==> src/rtl/hi_tag_tx_15_pkg.sv <==
// Shared HF-path types and constants for the ISO15693 tag response transmitter.
package hi_tag_tx_15_pkg;

    typedef enum logic [1:0] {SEG_OFF, SEG_P32, SEG_P28} seg_t;

    typedef enum logic [2:0] {ST_IDLE, ST_SOF, ST_DATA, ST_EOF, ST_GAP} state_t;

    localparam int unsigned P32_PERIOD = 32;
    localparam int unsigned P28_PERIOD = 28;

    localparam logic [9:0] BIT_P32 = 10'd8;
    localparam logic [9:0] BIT_P28 = 10'd9;
    localparam logic [9:0] SOF_P32 = 10'd24;
    localparam logic [9:0] SOF_P28 = 10'd27;
    localparam logic [9:0] OFF_BIT = 10'd256;
    localparam logic [9:0] OFF_SOF = 10'd768;

    typedef struct packed {
        seg_t       typ;
        logic [9:0] len;
    } seg_cmd_t;

    // Unmodulated half of a symbol: plain off time, or the fc/28 carrier in dual mode
    function automatic seg_cmd_t quiet_seg(input logic dual, input logic long_seg);
        seg_cmd_t c;
        if (dual) begin
            c.typ = SEG_P28;
            c.len = long_seg ? SOF_P28 : BIT_P28;
        end else begin
            c.typ = SEG_OFF;
            c.len = long_seg ? OFF_SOF : OFF_BIT;
        end
        return c;
    endfunction

    function automatic seg_cmd_t pulse_seg(input logic [9:0] n);
        seg_cmd_t c;
        c.typ = SEG_P32;
        c.len = n;
        return c;
    endfunction

    // Segment to play for a given symbol step; SOF ends with logic 1, EOF starts with logic 0
    function automatic seg_cmd_t seg_sel(input state_t st, input logic [1:0] step,
                                         input logic bit_val, input logic dual);
        seg_cmd_t c;
        c = pulse_seg(BIT_P32);
        case (st)
            ST_SOF: begin
                case (step)
                    2'd0:    c = quiet_seg(dual, 1'b1);
                    2'd1:    c = pulse_seg(SOF_P32);
                    2'd2:    c = quiet_seg(dual, 1'b0);
                    default: c = pulse_seg(BIT_P32);
                endcase
            end
            ST_DATA: begin
                if (step[0] ^ bit_val) c = quiet_seg(dual, 1'b0);
            end
            ST_EOF: begin
                case (step)
                    2'd0:    c = pulse_seg(BIT_P32);
                    2'd1:    c = quiet_seg(dual, 1'b0);
                    2'd2:    c = pulse_seg(SOF_P32);
                    default: c = quiet_seg(dual, 1'b1);
                endcase
            end
            default: ;
        endcase
        return c;
    endfunction

    function automatic logic last_step(input state_t st, input logic [1:0] step);
        return (st == ST_DATA) ? (step == 2'd1) : (step == 2'd3);
    endfunction

endpackage

==> src/rtl/hi_tag_15_seg.sv <==
// Segment player: plays one OFF / P32 / P28 segment per start strobe.
// P28 generation is present only when HI_TAG_TX_15_DUAL_SC_EN is defined.
module hi_tag_15_seg
    import hi_tag_tx_15_pkg::*;
(
    input  logic       clk,
    input  logic       rst_n,
    input  logic       start,
    input  seg_t       typ,
    input  logic [9:0] len,
    output logic       mod,
    output logic       seg_done
);

    localparam logic [4:0] P32_LAST = 5'(P32_PERIOD - 1);
    localparam logic [4:0] P32_HIGH = 5'(P32_PERIOD / 2);
`ifdef HI_TAG_TX_15_DUAL_SC_EN
    localparam logic [4:0] P28_LAST = 5'(P28_PERIOD - 1);
    localparam logic [4:0] P28_HIGH = 5'(P28_PERIOD / 2);
`endif

    logic       active;
    seg_t       cur;
    logic [9:0] remaining;
    logic [4:0] phase;
    logic       period_end;

    // Subcarrier phase decode: OFF segments count single clocks
    always_comb begin
        period_end = 1'b1;
        mod        = 1'b0;
        case (cur)
            SEG_P32: begin
                period_end = (phase == P32_LAST);
                mod        = active & (phase < P32_HIGH);
            end
`ifdef HI_TAG_TX_15_DUAL_SC_EN
            SEG_P28: begin
                period_end = (phase == P28_LAST);
                mod        = active & (phase < P28_HIGH);
            end
`endif
            default: ;
        endcase
        seg_done = active & period_end & (remaining == 10'd1);
    end

    // Segment counters; a start always restarts the period phase at zero
    always_ff @(negedge clk or negedge rst_n) begin
        if (!rst_n) begin
            active    <= 1'b0;
            cur       <= SEG_OFF;
            remaining <= '0;
            phase     <= '0;
        end else if (start) begin
            active    <= 1'b1;
            cur       <= typ;
            remaining <= len;
            phase     <= '0;
        end else if (active) begin
            if (seg_done) begin
                active <= 1'b0;
            end else if (period_end) begin
                phase     <= '0;
                remaining <= remaining - 10'd1;
            end else begin
                phase <= phase + 5'd1;
            end
        end
    end

endmodule

==> src/rtl/hi_tag_tx_15.sv <==
// ISO15693 tag response transmitter: SOF/data/EOF framing and Manchester
// load modulation on the 13.56 MHz negedge domain.
// Define HI_TAG_TX_15_DUAL_SC_EN to enable dual-subcarrier coding.
module hi_tag_tx_15
    import hi_tag_tx_15_pkg::*;
#(
    parameter int unsigned TX_GAP = 64
) (
    input  logic       ck_1356meg,
    input  logic       rst_n,
    input  logic       dual_sc,
    input  logic [7:0] tx_data,
    input  logic       tx_valid,
    input  logic       tx_last,
    output logic       tx_ready,
    output logic       mod_out,
    output logic       busy,
    output logic       done,
    output logic       underrun
);

    localparam logic [15:0] GAP_LAST = 16'(TX_GAP - 1);

    state_t     state;
    logic [1:0] step;
    logic [2:0] bit_cnt;
    logic [7:0] shift;
    logic       shift_last;
    logic [7:0] hold_data;
    logic       hold_last;
    logic       hold_valid;
    logic       dual_q;
    logic       rdy_en;
    logic [15:0] gap_cnt;

    logic       dual_in;
    logic       xfer;
    logic       seg_done;
    logic       cur_last;
    logic       hold_move;
    logic       launch;
    state_t     l_state;
    logic [1:0] l_step;
    logic       l_bit;
    logic       launch_dual;
    logic       load_bus;
    logic       shift_adv;
    logic       to_eof;
    logic       set_underrun;
    logic       frame_end;
    seg_cmd_t   cmd;

`ifdef HI_TAG_TX_15_DUAL_SC_EN
    assign dual_in = dual_sc;
`else
    logic unused_dual_sc;
    assign unused_dual_sc = dual_sc;
    assign dual_in        = 1'b0;
`endif

    assign cur_last  = last_step(state, step);
    // Holding byte moves to the shift register at SOF end or at a byte boundary
    assign hold_move = seg_done & cur_last & hold_valid &
                       ((state == ST_SOF) |
                        ((state == ST_DATA) & (bit_cnt == 3'd7) & ~shift_last));
    // Ready also on the move cycle so a new byte can refill without a bubble
    assign tx_ready  = rdy_en & ((state == ST_IDLE) |
                       (((state == ST_SOF) | (state == ST_DATA)) & (~hold_valid | hold_move)));
    assign xfer      = tx_valid & tx_ready;
    assign busy      = (state != ST_IDLE);

    // Next-segment sequencing, evaluated on the last clock of the playing segment
    always_comb begin
        launch       = 1'b0;
        l_state      = state;
        l_step       = step;
        l_bit        = shift[0];
        load_bus     = 1'b0;
        shift_adv    = 1'b0;
        to_eof       = 1'b0;
        set_underrun = 1'b0;
        frame_end    = 1'b0;
        case (state)
            ST_IDLE: begin
                if (xfer) begin
                    launch  = 1'b1;
                    l_state = ST_SOF;
                    l_step  = 2'd0;
                end
            end
            ST_SOF, ST_DATA, ST_EOF: begin
                if (seg_done) begin
                    if (!cur_last) begin
                        launch = 1'b1;
                        l_step = step + 2'd1;
                    end else if (state == ST_SOF) begin
                        launch  = 1'b1;
                        l_state = ST_DATA;
                        l_step  = 2'd0;
                        l_bit   = hold_data[0];
                    end else if (state == ST_DATA) begin
                        launch = 1'b1;
                        l_step = 2'd0;
                        if (bit_cnt != 3'd7) begin
                            l_bit     = shift[1];
                            shift_adv = 1'b1;
                        end else if (shift_last) begin
                            l_state = ST_EOF;
                            to_eof  = 1'b1;
                        end else if (hold_valid) begin
                            l_bit = hold_data[0];
                        end else if (xfer) begin
                            l_bit    = tx_data[0];
                            load_bus = 1'b1;
                        end else begin
                            l_state      = ST_EOF;
                            to_eof       = 1'b1;
                            set_underrun = 1'b1;
                        end
                    end else begin
                        frame_end = 1'b1;
                    end
                end
            end
            default: ;
        endcase
        done = frame_end;
    end

    assign launch_dual = (state == ST_IDLE) ? dual_in : dual_q;
    assign cmd         = seg_sel(l_state, l_step, l_bit, launch_dual);

    hi_tag_15_seg u_seg (
        .clk      (ck_1356meg),
        .rst_n    (rst_n),
        .start    (launch),
        .typ      (cmd.typ),
        .len      (cmd.len),
        .mod      (mod_out),
        .seg_done (seg_done)
    );

    // Frame FSM, byte buffering and status flags
    always_ff @(negedge ck_1356meg or negedge rst_n) begin
        if (!rst_n) begin
            state      <= ST_IDLE;
            step       <= '0;
            bit_cnt    <= '0;
            shift      <= '0;
            shift_last <= 1'b0;
            hold_data  <= '0;
            hold_last  <= 1'b0;
            hold_valid <= 1'b0;
            dual_q     <= 1'b0;
            underrun   <= 1'b0;
            rdy_en     <= 1'b0;
            gap_cnt    <= '0;
        end else begin
            rdy_en <= 1'b1;
            if (hold_move) hold_valid <= 1'b0;
            if (xfer && !load_bus) begin
                hold_data  <= tx_data;
                hold_last  <= tx_last;
                hold_valid <= 1'b1;
            end
            if (launch) begin
                state <= l_state;
                step  <= l_step;
            end
            if (state == ST_IDLE && xfer) begin
                dual_q   <= dual_in;
                underrun <= 1'b0;
            end
            if (hold_move) begin
                shift      <= hold_data;
                shift_last <= hold_last;
                bit_cnt    <= '0;
            end else if (load_bus) begin
                shift      <= tx_data;
                shift_last <= tx_last;
                bit_cnt    <= '0;
            end else if (shift_adv) begin
                shift   <= {1'b0, shift[7:1]};
                bit_cnt <= bit_cnt + 3'd1;
            end
            if (to_eof) hold_valid <= 1'b0;
            if (set_underrun) underrun <= 1'b1;
            if (frame_end) begin
                gap_cnt <= '0;
                step    <= '0;
                state   <= (TX_GAP == 0) ? ST_IDLE : ST_GAP;
            end
            if (state == ST_GAP) begin
                gap_cnt <= gap_cnt + 16'd1;
                if (gap_cnt == GAP_LAST) state <= ST_IDLE;
            end
        end
    end

endmodule

==> config.mk <==
export PLATFORM = sky130hd
export DESIGN_NAME = hi_tag_tx_15
export DESIGN_NICKNAME = d
export VERILOG_FILES = /design/src/rtl/hi_tag_tx_15_pkg.sv /design/src/rtl/hi_tag_15_seg.sv /design/src/rtl/hi_tag_tx_15.sv
export SDC_FILE = /design/constraint.sdc
export NUM_CORES = 1
export LEC_CHECK = 0
export CAP_MARGIN = 5
export CORE_UTILIZATION = 60
export DETAILED_ROUTE_END_ITERATION = 12
export GPL_ROUTABILITY_DRIVEN = 0
export PLACE_DENSITY = 0.85
export SLEW_MARGIN = 20
export SYNTH_ARGS = -nofsm -noshare
export SYNTH_HDL_FRONTEND = slang
export SYNTH_SLANG_ARGS = --single-unit
export TNS_END_PERCENT = 1
==> constraint.sdc <==
create_clock -name ck_1356meg -period 4.9 [get_ports ck_1356meg]
set_clock_uncertainty 0.05 [all_clocks]
set_input_delay 0.98 -clock ck_1356meg [delete_from_list [all_inputs] [get_ports ck_1356meg]]
set_output_delay 0.98 -clock ck_1356meg [all_outputs]
set_load 0.005 [all_outputs]
==> key figures <==
Worst setup path
  • Worst reg2reg startpoint: bit_cnt[1]
  • Cell mode on critical path: sky130_fd_sc_hd__ha_1
  • Max stage delay on crit path: around 0.65 ns
  • Critical path data required time: just under 4 ns
  • Delay-heaviest family, CP: simple AND/OR/NAND/NOR gates
  • Cell at the slowest stage of the critical path: sky130_fd_sc_hd__nor4bb_2
  • CP startpoint kind: flip-flop
  • Crit Path Class: reg2out
  • Worst-path maximum fanout: 2
  • WP data arrival: 5.82 ns
  • Endpoint of the most critical register-to-register path: underrun
  • Cell breakdown of the critical path: ha_1, ha_1, nor4bb_2, o21ai_1, nor4_4, nor2b_2, buf_4, maj3_2, nor3b_4, buf_2
  • Worst reg-to-reg path cell count: 41
  • Setup crit end kind: output pin
  • R2R Setup Slk: -1.75 ns
  • Number of buffers and inverters on the critical path: 2

Global route
  • Grt peak-use layer: met2
  • Initial antenna violation count: 0
  • Maximum number of pins on one net before global-route repair: 63
  • GR Layer Usage met3: 0.106
  • GRT met1 Usage: 0.525
  • GR Overflow Total: 0
  • GRT met2 Usage: 0.703
  • First-pass GRT wire length: 19500 um
  • Total global routing track utilization: 0.435
  • Number of global-route vias before repair: ~3800

Logic synthesis
  • Dominant combinational cell family by area after synthesis: simple AND/OR/NAND/NOR gates
  • Biggest area contributors in the synthesized netlist: sky130_fd_sc_hd__dfrtn_1, sky130_fd_sc_hd__nand2_1, sky130_fd_sc_hd__nor2_1, sky130_fd_sc_hd__o21ai_0, sky130_fd_sc_hd__mux2_2
  • Post-synthesis instance area: around 3500 um^2
  • Adder-cell share of the synthesized area: 0.0321
  • XOR/XNOR Fraction of Synth Area: 0.0303
  • Area fraction of the dominant cell type after synthesis: 0.448
  • Library cell with the highest instance count after synthesis: sky130_fd_sc_hd__dfrtn_1
  • Synthesized flop and latch total: 62
  • Mean instance size in the synthesized netlist: a little over 9 um^2
  • Count of flip-flops with a built-in enable after synthesis: 0
  • Ys async rst share: 1.00
  • Most area-hungry cell type in the Yosys netlist: sky130_fd_sc_hd__dfrtn_1
  • Number of different library cells in the post-synthesis netlist: between 50 and 60
  • Commonest cells in the netlist: sky130_fd_sc_hd__dfrtn_1, sky130_fd_sc_hd__nand2_1, sky130_fd_sc_hd__nor2_1
  • Post-synth top flop: sky130_fd_sc_hd__dfrtn_1
  • Post-Synth Simple-Gate Area: 0.269
  • Number of instances in the synthesized netlist: between 300 and 400
  • Net Count, Synth: just under 400
  • Seq/Total Area, Yosys: 0.448
  • Yosys Warn Count: 0
  • Multiplexer share of the synthesized area: 0.0498
  • Complex-gate fraction of the synthesized area: 0.152

Timing
  • Pins Over Slew Limit: 0
  • Rel. slew slack: 0.463
  • Setup repair after global routing missed its margin: true
  • Setup violations, final: 9
  • Tightest Pin Transition: 0.800 ns
  • Final Hold Vio Count: 0
  • Final Worst Setup Slack: -1.95 ns

Routing
  • Detailed-route DRC error count: 0
  • Antenna Nets Post-Route: 0
  • Initial DRC Count: 843
  • Drt via density: between 7 and 8
  • Wire length reported by the detailed router: 14700 um
  • TritonRoute pass-1 iters: 11
  • Total number of vias: ~4200
  • Drt wl/cell: roughly 26 um

Layout
  • Filler cell count in the final layout: ~250
  • Final nets: 514
  • Fraction of final layout cells with drive strength greater than 1: 0.325
  • Total area of sequential cells: between 1500 and 2000 um^2
  • Area of all placed cells without fillers: 4830 um^2
  • Area occupied by multi-input gates: 2010 um^2
  • N_diodes: 0
  • Area delta synth->final: 39.5%

Floorplanning
  • Die Ht: about 78 um
  • Overall die area: between 6000 and 7000 um^2
  • Core Box Area: roughly 5500 um^2
  • Number of top-level design ports: 18
  • Effective utilization at floorplan: 0.625
  • Floorplan die width: approximately 78 um
  • Core Rows: 27

Worst hold path
  • Worst hold path endpoint: gap_cnt[15]
  • Cell depth of the worst min-delay path: 1
  • Hold_sp: gap_cnt[15]
  • HP Class: reg2reg

Clocking
  • Maximum buffer depth of the clock tree: 2
  • Number of buffers added by the clock tree synthesis step: 9
  • Clock Latency Late Sink: between 0.3 and 0.4 ns
  • Cell at the root of the clock tree: sky130_fd_sc_hd__clkbuf_8
  • TritonCTS clock tree: built
  • Max H-tree Level: 3
  • Clock sink count: 62
  • Clock edge transition at the registers on the reported setup and hold paths: ~0.060 ns
  • Post-cts hold buffer count: 0

Placement
  • Placement-stage cell area: approximately 4200 um^2
  • Place WS: -1.40 ns
  • Port Buffer Count: 16
  • HPWL after DPL: just over 6000 um

Status
  • Run status: finished, violations left
  • Failing checks: setup timing

Power and ir drop
  • Leak pwr: between 0.002 and 0.0025 uW
  • Worst-case vdd ir drop: approximately 0.31 mV
  • Pwr dens: ~430 nW/um^2

Run
  • Max_cap viols: 0
## layout by cell type, fill, tap and decap left out, drive strengths merged, types with 10 or more instances in the layout
master and n:
a21oi 13, buf 103, clkbuf 11, clkdlybuf4s50 11, dfrtn 62, mux2 10, nand2 43, nand3 14
nor2 43, nor3 15, o21ai 31
## flip-flops by register name (all words and copies together) (netlist names), 2 cells and up
register / flops
step: 2
gap_cnt: 16
shift: 8
bit_cnt: 3
hold_data: 8
u_seg.phase: 5
u_seg.remaining: 10
state: 3
## logic make-up after synthesis
logic type,after synthesis
compound gates,82
xor+xnor,12
fa+ha+maj,9
buf+inv,17
flops,62
mux,16
other cells,1
simple gates,178
## repair_timing
item / 4_1_cts / 5_1_grt
gates resized for setup: 17 / 34
endpoints found under the setup margin: 20 / 12
pin swaps: 5 / 9
buffers inserted: 37 / 2
## final cells by class
class                   count  area share
flip-flops and latches     62       0.321
repair buffers            117       0.202
multi-input cells         298       0.416
clock inverters             6     0.00932
inverters                   5     0.00388
clock buffers              10      0.0285
well taps                  72      0.0186
## worst max-delay path by stage
stage	from	to	slack, ns	cells past startpoint
floorplan	u_seg.remaining[5]	tx_ready	-0.96	6
global placement	u_seg.remaining[5]	tx_ready	-1.39	7
detailed placement	u_seg.remaining[5]	tx_ready	-1.40	7
CTS	u_seg.remaining[7]	tx_ready	-1.30	7
global route	bit_cnt[0]	tx_ready	-1.95	10
finish	bit_cnt[1]	tx_ready	-1.95	10
## report_power, final
| part | internal, uW | total [uW] | switching [uW] |
|---|---|---|---|
| sequential | 627 | 700 | 72.9 |
| clock | 201 | 438 | 237 |
| combinational | 427 | 937 | 510 |
## routing by layer
metal  vias up  routed length (um)  part of all wire
met1      1914                4740              0.32
met3       205                2080              0.14
li1       1620                   -                 -
met5         -                   0                 0
met2       439                6140              0.42
met4         0                1730              0.12
## worst reg2reg max path: cells and delay by family (launching register included)
| kind | cells | cell delay [ns] |
|---|---|---|
| flip-flops | 1 | 0.43 |
| AO/OA/AOI/OAI | 3 | 0.49 |
| AND/OR/NAND/NOR | 3 | 1.10 |
| buffers and inverters | 33 | 4.06 |
| adder cells (fa/ha/maj) | 2 | 0.36 |
## through the flow
step	instances	hold WS [ns]	power, uW	util	setup TNS, ns
2_1_floorplan	377	0.332	1140	-	-1.82
3_3_place_gp	517	0.354	1450	0.759	-10.62
3_5_place_dp	517	0.362	1490	0.759	-11.65
4_1_cts	570	0.363	1940	0.848	-5.21
5_1_grt	570	0.428	2160	0.872	-7.71
6_report	570	0.390	2070	0.872	-7.62
No activity file was read; power rests on OpenSTA's default activity.
